## src/rtl/branch_addr_gen_pkg.sv

```systemverilog
// -----------------------------------------------------------------------------
// branch_addr_pkg
// Shared definitions for the branch/immediate address generator:
//   ext_mode_e  - 2-bit immediate extension mode
//   *_DEF       - default widths for the common 16->32 configuration
//   wrap_f      - decides whether base+ext crossed the zero boundary
// -----------------------------------------------------------------------------
package branch_addr_pkg;

  typedef enum logic [1:0] {
    EXT_ZERO    = 2'b00,  // zero-extend
    EXT_SIGN    = 2'b01,  // sign-extend
    EXT_SIGN_SH = 2'b10,  // sign-extend then shift left (word-aligned offset)
    EXT_HIGH    = 2'b11   // immediate placed in the top bits (LUI-style)
  } ext_mode_e;

  localparam int unsigned IMM_W_DEF  = 16;
  localparam int unsigned DATA_W_DEF = 32;
  localparam int unsigned SHIFT_DEF  = 2;

  // Unsigned offsets wrap on carry out. Signed offsets wrap when a positive
  // offset carries, or a negative offset fails to carry (borrow through zero).
  function automatic logic wrap_f(input ext_mode_e mode, input logic ext_msb,
                                  input logic carry);
    logic w;
    case (mode)
      EXT_SIGN, EXT_SIGN_SH: w = ext_msb ? ~carry : carry;
      EXT_ZERO, EXT_HIGH:    w = carry;
      default:               w = carry;
    endcase
    return w;
  endfunction

endpackage

```

## src/rtl/branch_addr_gen_imm_ext_core.sv

```systemverilog
// -----------------------------------------------------------------------------
// imm_ext_core
// Combinational immediate extender and base-address adder.
// Ports:
//   imm_i    [IMM_W]   immediate field
//   base_i   [DATA_W]  base address
//   mode_i   ext_mode_e extension mode
//   ext_o    [DATA_W]  extended immediate
//   target_o [DATA_W]  (base + ext) mod 2^DATA_W
//   wrap_o             address crossed the zero boundary
// -----------------------------------------------------------------------------
module imm_ext_core
  import branch_addr_pkg::*;
#(
  parameter int unsigned IMM_W  = IMM_W_DEF,
  parameter int unsigned DATA_W = DATA_W_DEF,
  parameter int unsigned SHIFT  = SHIFT_DEF
) (
  input  logic [IMM_W-1:0]  imm_i,
  input  logic [DATA_W-1:0] base_i,
  input  ext_mode_e         mode_i,
  output logic [DATA_W-1:0] ext_o,
  output logic [DATA_W-1:0] target_o,
  output logic              wrap_o
);

  localparam int unsigned PAD_W = DATA_W - IMM_W;

  logic [DATA_W-1:0] zext_s;
  logic [DATA_W-1:0] sext_s;
  logic [DATA_W-1:0] ext_s;
  logic [DATA_W:0]   sum_s;

  assign zext_s = {{PAD_W{1'b0}}, imm_i};
  assign sext_s = {{PAD_W{imm_i[IMM_W-1]}}, imm_i};

  // Select the extension form for the requested mode.
  always_comb begin
    ext_s = zext_s;
    case (mode_i)
      EXT_ZERO:    ext_s = zext_s;
      EXT_SIGN:    ext_s = sext_s;
      // SHIFT is small enough that the shifted-out bits are all sign copies.
      EXT_SIGN_SH: ext_s = sext_s << SHIFT;
      EXT_HIGH:    ext_s = {imm_i, {PAD_W{1'b0}}};
      default:     ext_s = zext_s;
    endcase
  end

  // One extra bit keeps the carry out for the wrap decision.
  assign sum_s    = {1'b0, base_i} + {1'b0, ext_s};
  assign ext_o    = ext_s;
  assign target_o = sum_s[DATA_W-1:0];
  assign wrap_o   = wrap_f(mode_i, ext_s[DATA_W-1], sum_s[DATA_W]);

endmodule

```

## src/rtl/branch_addr_gen.sv

```systemverilog
// -----------------------------------------------------------------------------
// branch_addr_gen
// Extends an immediate, adds it to a base address and returns the result
// through a one-stage valid/ready pipeline with a skid buffer.
// Ports:
//   clk_i, rst_i (sync, active-high), flush_i (sync discard of held results)
//   in_valid_i / in_ready_o, in_imm_i, in_base_i, in_mode_i   request side
//   out_valid_o / out_ready_i, out_ext_o, out_target_o, out_wrap_o  result side
// R is the output register; K catches a request accepted while R is stalled.
// in_ready depends only on K's state, never combinationally on out_ready.
// -----------------------------------------------------------------------------
module branch_addr_gen
  import branch_addr_pkg::*;
#(
  parameter int unsigned IMM_W  = IMM_W_DEF,
  parameter int unsigned DATA_W = DATA_W_DEF,
  parameter int unsigned SHIFT  = SHIFT_DEF
) (
  input  logic              clk_i,
  input  logic              rst_i,
  input  logic              flush_i,
  input  logic              in_valid_i,
  output logic              in_ready_o,
  input  logic [IMM_W-1:0]  in_imm_i,
  input  logic [DATA_W-1:0] in_base_i,
  input  logic [1:0]        in_mode_i,
  output logic              out_valid_o,
  input  logic              out_ready_i,
  output logic [DATA_W-1:0] out_ext_o,
  output logic [DATA_W-1:0] out_target_o,
  output logic              out_wrap_o
);

  logic [DATA_W-1:0] new_ext_s, new_tgt_s;
  logic              new_wrap_s;
  logic              accept_s, pop_s;

  logic              r_valid_q, r_valid_d, k_valid_q, k_valid_d;
  logic [DATA_W-1:0] r_ext_q, r_ext_d, r_tgt_q, r_tgt_d;
  logic [DATA_W-1:0] k_ext_q, k_ext_d, k_tgt_q, k_tgt_d;
  logic              r_wrap_q, r_wrap_d, k_wrap_q, k_wrap_d;

  imm_ext_core #(
    .IMM_W (IMM_W),
    .DATA_W(DATA_W),
    .SHIFT (SHIFT)
  ) u_core (
    .imm_i   (in_imm_i),
    .base_i  (in_base_i),
    .mode_i  (ext_mode_e'(in_mode_i)),
    .ext_o   (new_ext_s),
    .target_o(new_tgt_s),
    .wrap_o  (new_wrap_s)
  );

  assign accept_s = in_valid_i & ~k_valid_q;
  assign pop_s    = r_valid_q & out_ready_i;

  // Next-state for R/K: K drains into R first so ordering stays FIFO.
  always_comb begin
    r_valid_d = r_valid_q;
    r_ext_d   = r_ext_q;
    r_tgt_d   = r_tgt_q;
    r_wrap_d  = r_wrap_q;
    k_valid_d = k_valid_q;
    k_ext_d   = k_ext_q;
    k_tgt_d   = k_tgt_q;
    k_wrap_d  = k_wrap_q;
    if (flush_i) begin
      // Data is left in place; only the valid bits are dropped.
      r_valid_d = 1'b0;
      k_valid_d = 1'b0;
    end else if (~r_valid_q | pop_s) begin
      if (k_valid_q) begin
        r_valid_d = 1'b1;
        r_ext_d   = k_ext_q;
        r_tgt_d   = k_tgt_q;
        r_wrap_d  = k_wrap_q;
        if (accept_s) begin
          k_valid_d = 1'b1;
          k_ext_d   = new_ext_s;
          k_tgt_d   = new_tgt_s;
          k_wrap_d  = new_wrap_s;
        end else begin
          k_valid_d = 1'b0;
        end
      end else if (accept_s) begin
        r_valid_d = 1'b1;
        r_ext_d   = new_ext_s;
        r_tgt_d   = new_tgt_s;
        r_wrap_d  = new_wrap_s;
      end else begin
        r_valid_d = 1'b0;
      end
    end else if (accept_s) begin
      k_valid_d = 1'b1;
      k_ext_d   = new_ext_s;
      k_tgt_d   = new_tgt_s;
      k_wrap_d  = new_wrap_s;
    end else begin
      k_valid_d = k_valid_q;
    end
  end

  // State registers with synchronous reset taking priority over everything.
  always_ff @(posedge clk_i) begin
    if (rst_i) begin
      r_valid_q <= 1'b0;
      r_ext_q   <= {DATA_W{1'b0}};
      r_tgt_q   <= {DATA_W{1'b0}};
      r_wrap_q  <= 1'b0;
      k_valid_q <= 1'b0;
      k_ext_q   <= {DATA_W{1'b0}};
      k_tgt_q   <= {DATA_W{1'b0}};
      k_wrap_q  <= 1'b0;
    end else begin
      r_valid_q <= r_valid_d;
      r_ext_q   <= r_ext_d;
      r_tgt_q   <= r_tgt_d;
      r_wrap_q  <= r_wrap_d;
      k_valid_q <= k_valid_d;
      k_ext_q   <= k_ext_d;
      k_tgt_q   <= k_tgt_d;
      k_wrap_q  <= k_wrap_d;
    end
  end

  assign in_ready_o   = ~k_valid_q;
  assign out_valid_o  = r_valid_q;
  assign out_ext_o    = r_ext_q;
  assign out_target_o = r_tgt_q;
  assign out_wrap_o   = r_wrap_q;

endmodule
```

## config.mk

```make
export PLATFORM = sky130hd
export DESIGN_NAME = branch_addr_gen
export DESIGN_NICKNAME = d
export VERILOG_FILES = /design/src/rtl/branch_addr_gen_pkg.sv /design/src/rtl/branch_addr_gen_imm_ext_core.sv /design/src/rtl/branch_addr_gen.sv
export SDC_FILE = /design/constraint.sdc
export NUM_CORES = 1
export LEC_CHECK = 0
export CAP_MARGIN = 15
export CORE_MARGIN = 3
export CORE_UTILIZATION = 55
export DETAILED_ROUTE_END_ITERATION = 10
export GPL_ROUTABILITY_DRIVEN = 0
export PLACE_DENSITY_LB_ADDON = 0.25
export SYNTH_ARGS = -nofsm -noshare
export SYNTH_HDL_FRONTEND = slang
export SYNTH_SLANG_ARGS = --single-unit
```

## constraint.sdc

```tcl
create_clock -name clk_i -period 8.7 [get_ports clk_i]
set_clock_uncertainty 0.1 [all_clocks]
set_input_delay 1.305 -clock clk_i [delete_from_list [all_inputs] [get_ports clk_i]]
set_output_delay 1.305 -clock clk_i [all_outputs]
set_load 0.03 [all_outputs]
```

# Word-level counts from Yosys, hierarchy flattened
# Index checks and enable logic that the tools add are counted.
op_classes:
  n_addsub: 1
  eq_ne: 4
  n_mux: 23
  n_bitwise: 7
  n_reduce_logical: 8
op_table:
  columns: ["cell", "n"]
  rows:
  - ["32-bit two-way mux", 10]
  - ["32-bit one-hot mux with 4 select lines", 1]
  - ["32-bit by 32-bit adder with 33-bit output", 1]
  - ["1-bit two-way mux", 11]
  - ["2-bit OR reduction", 3]
  - ["2-bit equality test, second input constant", 2]
  - ["1-bit inverter", 4]
  - ["2-bit nonzero test", 2]
  - ["3-bit AND reduction", 1]
  - ["1-bit bitwise AND", 2]
  - ["2-bit by 1-bit equality test with 1-bit output, second input constant", 1]
  - ["2-bit zero test", 1]
  - ["2-bit != test, second input constant", 1]
  - ["1-bit one-hot mux with 2 select lines", 1]
  - ["2-bit AND reduction", 1]
  - ["1-bit OR", 1]
totals:
  ff_bits: 132
  in_bits: 55
  output_inout_bits: 67

# Depth between registers and ports, before layout
# Gate-level depths: netlist of run 1.
depth:
  ltp_word: 9
  depth_mapped: 18
  depth_no_buf: 15

# By module
# Synthesis of run 1 repeated with hierarchy kept, for this count alone.
unflattened:
  hier_cells: 898
  hier_area_um2: 8411.8
modules_own_cells:
  columns: ["mod", "n_inst", "cells_each", "area_each_um2"]
  rows:
  - ["branch_addr_gen", 1, 589, 6306.0]
  - ["imm_ext_core", 1, 309, 2105.8]

# Least setup slack after synthesis of run 1
# No wires, ideal clock.
synth_path:
  path_kind: "input -> register"
  startpoint: "in in_mode_i[0]"
  endpoint: "reg r_tgt_q[31] (netlist: out_target_o[31])"
  setup_time_ns: 0.118
  t_arrival_ns: 4.557
  setup_slack_ns: 3.925
  path_stages: 17
  path_cell_list: "inv_1 -> ha_1 -> clkbuf_1 -> or2_2 -> clkbuf_1 -> clkbuf_1 -> a22oi_1 -> inv_1 -> ha_1 -> nand4_1 -> a21oi_1 -> a21oi_2 -> a2111oi_4 -> nor3_2 -> or4b_1 -> o211ai_1 -> nor2_1"
synth_via:
  elab_chain_cells: 5
  elab_cells_between_ends: 8
  cone_classes: "add/sub (1); eq/ne (3); mux (3); reduce/logical (1)"
synth_lines:
  columns: ["item", "line_no", "rtl"]
  rows:
  - ["start: declaration", "branch_addr_gen.sv:26", "input logic [1:0] in_mode_i,"]
  - ["2-bit equality test (tied with other cells)", "branch_addr_gen_imm_ext_core.sv:40", "case (mode_i)"]
  - ["32-bit one-hot mux with 4 select lines *", "branch_addr_gen_imm_ext_core.sv:40", null]
  - ["named net new_ext_s[7]", "branch_addr_gen.sv:34", "logic [DATA_W-1:0] new_ext_s, new_tgt_s;"]
  - ["32-bit by 32-bit adder with 33-bit output *", "branch_addr_gen_imm_ext_core.sv:51", "assign sum_s = {1'b0, base_i} + {1'b0, ext_s};"]
  - ["32-bit two-way mux *", "branch_addr_gen.sv:87", "end else if (accept_s) begin"]
  - ["32-bit two-way mux *", "branch_addr_gen.sv:74", "if (k_valid_q) begin"]
  - ["end signal: assignment", "branch_addr_gen.sv:110", "r_tgt_q <= {DATA_W{1'b0}};"]
  - ["end signal: assignment", "branch_addr_gen.sv:119", "r_tgt_q <= r_tgt_d;"]
  - ["end: declaration", "branch_addr_gen.sv:39", "logic [DATA_W-1:0] r_ext_q, r_ext_d, r_tgt_q, r_tgt_d;"]
# The timed path passes the listed nets; every way through them passes the cells marked *. The select of a mux whose other input is x is not followed.
# A chain may end at the register's enable or synchronous reset.

# Worst setup path in the final report of run 1
layout_path:
  startpoint: "in in_mode_i[0]"
  endpoint: "reg r_wrap_q (netlist: out_wrap_o)"
layout_via:
  elab_chain_cells: 8
  elab_cells_between_ends: 13
  cone_classes: "add/sub (1); eq/ne (3); mux (5); bitwise (1); reduce/logical (3)"
layout_lines:
  columns: ["item", "line_no", "rtl"]
  rows:
  - ["2-bit equality test (tied with other cells)", "branch_addr_gen_imm_ext_core.sv:40", null]
  - ["32-bit one-hot mux with 4 select lines *", "branch_addr_gen_imm_ext_core.sv:40", null]
  - ["named net new_ext_s[2]", "branch_addr_gen.sv:34", null]
  - ["32-bit by 32-bit adder with 33-bit output *", "branch_addr_gen_imm_ext_core.sv:51", null]
  - ["1-bit inverter", "branch_addr_gen_pkg.sv:27", "EXT_SIGN, EXT_SIGN_SH: w = ext_msb ? ~carry : carry;"]
  - ["1-bit two-way mux", "branch_addr_gen_pkg.sv:27", null]
  - ["1-bit one-hot mux with 2 select lines *", "branch_addr_gen_pkg.sv:26", "case (mode)"]
  - ["1-bit two-way mux *", "branch_addr_gen.sv:87", null]
  - ["1-bit two-way mux *", "branch_addr_gen.sv:74", null]
  - ["end signal: assignment", "branch_addr_gen.sv:120", "r_wrap_q <= r_wrap_d;"]
  - ["end: declaration", "branch_addr_gen.sv:41", "logic r_wrap_q, r_wrap_d, k_wrap_q, k_wrap_d;"]
# Marks and branches as above.

==> results of run 1 <==
## registers in the layout (all words and copies together), names as in the netlist
signal,cells
k_ext_q,32
k_tgt_q,32
out_target_o,32
out_wrap_o,1
k_valid_q,1
out_valid_o,1
out_ext_o,32
k_wrap_q,1
## layout make-up
type	instances	area (um^2)
Sequential cell	132	2640
Clock buffer	25	485
Clock inverter	5	27.5
Timing Repair Buffer	129	1270
Multi-Input combinational cell	744	4340
Fill cell	1042	3750
Tap cell	172	215
Inverter	25	93.8
## stage by stage
step | hold WS, ns | std cells | util [%] | cell area, um^2
floorplan | 0.336 | 969 | - | 7330
global placement | 0.340 | 1201 | 66.7 | 8550
detailed placement | 0.346 | 1202 | 66.8 | 8560
CTS | 0.353 | 1232 | 70.8 | 9070
global route | 0.368 | 1232 | 70.8 | 9070
finish | 0.352 | 1232 | 70.8 | 9070
## power breakdown
group	internal, mW	switching [mW]	total (mW)
clock network	0.381	0.252	0.633
logic	0.161	0.253	0.414
registers	0.629	0.0126	0.642
## worst min path at each step
stage                                           from                         end  cells after the start
after floorplan             k_ext_q[17]$_SDFFE_PP0P_    k_ext_q[17]$_SDFFE_PP0P_                      2
after global placement    out_ext_o[11]$_SDFFE_PP0P_  out_ext_o[11]$_SDFFE_PP0P_                      2
after detailed placement    k_ext_q[22]$_SDFFE_PP0P_    k_ext_q[22]$_SDFFE_PP0P_                      2
after CTS                   k_ext_q[22]$_SDFFE_PP0P_    k_ext_q[22]$_SDFFE_PP0P_                      2
after global routing        k_tgt_q[14]$_SDFFE_PP0P_    k_tgt_q[14]$_SDFFE_PP0P_                      2
final                     out_ext_o[12]$_SDFFE_PP0P_  out_ext_o[12]$_SDFFE_PP0P_                      2
## tightest hold or removal path: cells and delay by family (launching register included)
kind            cells  cell delay (ns)
compound gates      1             0.05
simple gates        1             0.05
flops               1             0.31
## kinds of logic after synthesis
| logic type | share of synthesized area (%) |
|---|---|
| muxes | 3.55 |
| and+or+nand+nor | 19.4 |
| buffers and inverters | 4.83 |
| DFF | 36.0 |
| adders and majority gates | 6.42 |
| xor gates and xnor gates | 2.87 |
| AOI/OAI and AO/OA | 26.8 |
## synth_stat cells (all sizes together), types with 4 or more instances
cell,number,area [um^2]
clkbuf,62,233
nor2b,9,56.3
ha,36,450
nand2,184,693
xor2,8,70.1
mux2i,26,260
and3,5,31.3
nand3,16,80.1
a21o,10,75.1
dfxtp,132,2640
o211ai,6,50.1
nor3,17,90.1
o21ai,63,315
a22oi,16,120
buf,6,27.5
nand4,4,25.0
a21oi,134,678
inv,23,86.3
o21a,7,52.6
xnor2,16,140
a31oi,5,31.3
nor2,83,312
a211oi,44,340
or3,7,43.8
o22ai,4,25.0
a311oi,5,43.8
## metal layers
layer	share of wire [%]	up-vias	wire [um]	track usage, %
met5	0	-	0	0
met4	3.6	0	774	13.3
met3	8.9	53	1920	5.97
met2	44	363	9550	45.7
met1	43	3431	9290	41.0
li1	-	3580	-	-
==> results.json, run 1 <==
{
  "status": "finished, final reports clean",
  "num-nets-final": 1141,
  "fin_crit_sh_pct": 63.5,
  "drive_above_1_share_pct": 4.81,
  "path_cells": "clkdlybuf4s50_1 > inv_1 > ha_1 > nor2b_1 > a22oi_1 > inv_1 > ha_1 > nor2b_1 > o31ai_1 > a211oi_2 > o21ai_0 > a31oi_1 > o211a_1 > a221oi_1 > a21oi_1",
  "firstDrtPassIters": 5,
  "rows": 41,
  "reg2reg_depth": 7,
  "root_buffer": "clkbuf_16",
  "cts_hold_buffers": 0,
  "htree_levels": 4,
  "synth_cell_type_count": 58,
  "rsz0062_at_grt": "false",
  "fin_crit_ns": 5.52,
  "async_reset_ff_share_pct": 0,
  "dieHeight_um": 121,
  "start_util_pct": 57.2,
  "antenna_found_initial": 0,
  "cts_setup_buffers": 0,
  "crit_path_start": "in_mode_i[0]",
  "critPathCaptureType": "register",
  "p_per_area_nw_per_um2": 186,
  "cts_resized": 0,
  "synth_flop_cell": "dfxtp_1",
  "place_ws_ns": 2.87,
  "totalWireLength_um": 21500,
  "cp.depth": 15,
  "cts_buffers": 17,
  "required_ns": 8.86,
  "ys_seq_elements": 132,
  "layout_setup_ws_ns": 3.18,
  "routedWlPerCell_um": 17.5,
  "path_buf_inv": 3,
  "critPathCapture": "out_wrap_o$_SDFFE_PP0P_",
  "timing.fmax_mhz": 181,
  "grt_first_pass_wirelength_um": 35000,
  "grt_usage_pct": 29.9,
  "diodes": 0,
  "worstPathArrival_ns": 5.68,
  "setup_viol": 0,
  "via_per_inst": 6.03,
  "worst_slew_pin_slew_ns": 0.949,
  "syn_avg_cell_area_um2": 7.57,
  "r2r-start": "k_valid_q$_SDFFE_PP0P_",
  "grt_overflow": 0,
  "ant_nets": 0,
  "drt_drc_violations_left": 0,
  "syn_area_um2": 7330,
  "mostFrequentLayoutCell": "nand2_1",
  "setup_tns_ns": 0,
  "slew_viol_final": 0,
  "grt_pass1_vias": 6959,
  "r2r_setup_slack_ns": 5.61,
  "portBuffers": 121,
  "power_mw": 1.69,
  "cp_slowest_cell": "nor2b_1",
  "synth_cells": 969,
  "grt_max_degree": 98,
  "cts_tree": "yes",
  "irDropWorstVdd_mv": 0.141,
  "synth_nets": 1061,
  "worstSkewPairLatency_ns": 0.41,
  "vias": 7427,
  "min_path_type": "reg -> reg",
  "cpLargestDelayFamily": "compound AO/OA/AOI/OAI gates",
  "critPathMaxStageDelay_ns": 0.81,
  "syn2layout_area_growth_pct": 23.8,
  "drtIter0Drc": 795,
  "synth_edf_count": 0,
  "core_um2": 12800,
  "die_w_um": 121,
  "drv_cap": 0,
  "path_class": "in -> reg",
  "start_kind": "primary input",
  "hpwl_um": 14800,
  "cts_sinks": 132,
  "hold_violations": 0,
  "ios": 122,
  "cts_max_path_buffers": 2,
  "p_leak_nw": 3.57,
  "rr_endpoint": "out_target_o[31]$_SDFFE_PP0P_",
  "worst-path-max-fanout": 19,
  "die_area_um2": 14800,
  "clk_pin_slew_ns": 0.05,
  "max_slew_margin_pct": 36.8,
  "final_cell_mix": "nand2_1, a21oi_1, dfxtp_1",
  "ys_seq_area_share_pct": 36.0,
  "synth_warnings": 0
}
Note: power is estimated with default switching activity, not from simulation.
==> inputs of run 2 (changes only) <==
- CORE_UTILIZATION: 55 -> 49
- clock period: 8.7 -> 4.6 ns (I/O delays scaled with it)
==> run 2 against run 1 <==
Compared with the run above:
- core utilization decreased by 5.1 points
- global-route usage decreased by 2.6 points
- highest routed layer unchanged
- largest power group is now clock
- die area increased by 12%
- worst hold slack about the same
- largest cell class unchanged
==> results.json, run 2 (synthesis results as in run 1) <==
{
  "worstPathArrival_ns": 4.62,
  "irDropWorstVdd_mv": 0.247,
  "r2r_setup_slack_ns": 1.98,
  "min_path_type": "reg -> reg",
  "firstDrtPassIters": 5,
  "hold-path-endpoint": "out_target_o[1]$_SDFFE_PP0P_",
  "dieHeight_um": 128,
  "timing.fmax_mhz": 227,
  "critPathCaptureType": "register",
  "crit_path_start": "in_mode_i[0]",
  "place_ws_ns": -0.188,
  "clk_pin_slew_ns": 0.06,
  "cts_setup_buffers": 0,
  "die_area_um2": 16500,
  "r2r-start": "k_valid_q$_SDFFE_PP0P_",
  "layout_setup_ws_ns": 0.192,
  "power_mw": 3.49,
  "cts_buffers": 17,
  "grt_overflow": 0,
  "rr_endpoint": "k_tgt_q[31]$_SDFFE_PP0P_",
  "htree_levels": 4,
  "fin_crit_sh_pct": 95.8,
  "hpwl_um": 15500,
  "seq_area_um2": 2640,
  "die_w_um": 128,
  "fin_crit_ns": 4.41,
  "diodes": 0,
  "drv_cap": 0,
  "reg2reg_depth": 7,
  "cts_tree": "yes",
  "grt_pass1_vias": 6910,
  "core_um2": 14600,
  "drive_above_1_share_pct": 9.56,
  "final_cells": 1293,
  "worst_slew_pin_slew_ns": 1.04,
  "grt_max_degree": 98,
  "required_ns": 4.81,
  "antenna_found_initial": 0,
  "worstSkewPairLatency_ns": 0.43,
  "ios": 122,
  "start_util_pct": 50.2,
  "drt_drc_violations_left": 0,
  "place_inst": 1261,
  "max_slew_margin_pct": 30.7,
  "status": "finished, final reports clean",
  "rsz0062_at_grt": "false",
  "drtIter0Drc": 743,
  "via_per_inst": 5.80,
  "vias": 7496,
  "p_leak_nw": 3.84,
  "multi_input_area_um2": 4340,
  "worst-path-max-fanout": 9,
  "totalWireLength_um": 22200,
  "hp-start": "out_target_o[1]$_SDFFE_PP0P_",
  "hold_violations": 0,
  "start_kind": "primary input",
  "grt_usage_pct": 27.3,
  "rows": 44,
  "ant_nets": 0,
  "routedWlPerCell_um": 17.2,
  "root_buffer": "clkbuf_16",
  "slew_viol_final": 0,
  "hold_depth": 2,
  "mostFrequentLayoutCell": "nand2_1",
  "portBuffers": 121,
  "cts_sinks": 132,
  "num-nets-final": 1188,
  "path_class": "in -> reg",
  "setup_tns_ns": 0,
  "grt_first_pass_wirelength_um": 36000,
  "setup_viol": 0,
  "final_cell_mix": "nand2_1, a21oi_1, dfxtp_1",
  "fillers": 1276,
  "syn2layout_area_growth_pct": 30.6,
  "cts_max_path_buffers": 2,
  "p_per_area_nw_per_um2": 364,
  "cts_hold_buffers": 0
}
[run 2: cell count changes in the layout (fill, tap and decap cells not counted), moves of 2 or more]
cell,previous run,this run
inv_6,0,6
buf_12,0,2
clkinv_4,0,2
clkbuf_1,5,0
clkinvlp_4,1,3
buf_4,9,54
clkinv_2,4,0
bufinv_16,0,3
clkbuf_8,3,0
[run 2: final cells by class]
class                      count  area share, %
multi-input combinational    744           45.3
sequential                   132           27.6
timing repair buffer         176           17.2
clock buffer                  17           4.44
tap                          184           2.40
clock inverter                15           2.03
inverter                      25          0.980
[run 2: report_power, final]
part	switching (mW)	internal [mW]	total, mW
logic	0.494	0.350	0.844
clock network	0.566	0.867	1.43
registers	0.0235	1.19	1.21
[run 2: worst max path at each step]
| stage | end | slack [ns] |
|---|---|---|
| final | out_target_o[31]$_SDFFE_PP0P_ | 0.19 |
| after global routing | k_wrap_q$_SDFFE_PP0P_ | 0.03 |
| after CTS | out_target_o[26]$_SDFFE_PP0P_ | 0.23 |
| after detailed placement | out_wrap_o$_SDFFE_PP0P_ | -0.19 |
| after global placement | out_wrap_o$_SDFFE_PP0P_ | -0.1 |
| after floorplan | out_target_o[31]$_SDFFE_PP0P_ | 0.44 |
[run 2: worst max-delay path: stages]
cell and delay [ns]:
clkdlybuf4s50_1 0.56, inv_1 0.09, ha_1 0.24, or2_2 0.38
buf_4 0.20, a22oi_1 0.33, inv_1 0.09, ha_1 0.33
a21oi_1 0.15, a21oi_1 0.19, a21oi_2 0.12, a2111oi_4 0.45
nor3_2 0.11, or4b_1 0.52, o211ai_1 0.11, nor2_1 0.07
[run 2: metrics by stage]
step	hold WS, ns	util, %	area, um^2
6_report	0.351	65.6	9580
5_1_grt	0.369	65.6	9580
4_1_cts	0.354	65.6	9570
3_5_place_dp	0.346	61.4	8950
3_3_place_gp	0.341	61.4	8950
2_1_floorplan	0.336	-	7330
[run 2: metal layers]
layer	global-route usage (%)	wire (um)
met1	38.7	10100
met3	5.42	1850
met2	41.8	9760
met5	0	0
met4	9.05	510
[run 2: what timing repair did]
item / CTS / global route
endpoints found under the hold margin: 0 / 0
gates resized for setup: 0 / 1
endpoints found under the setup margin: 0 / 23
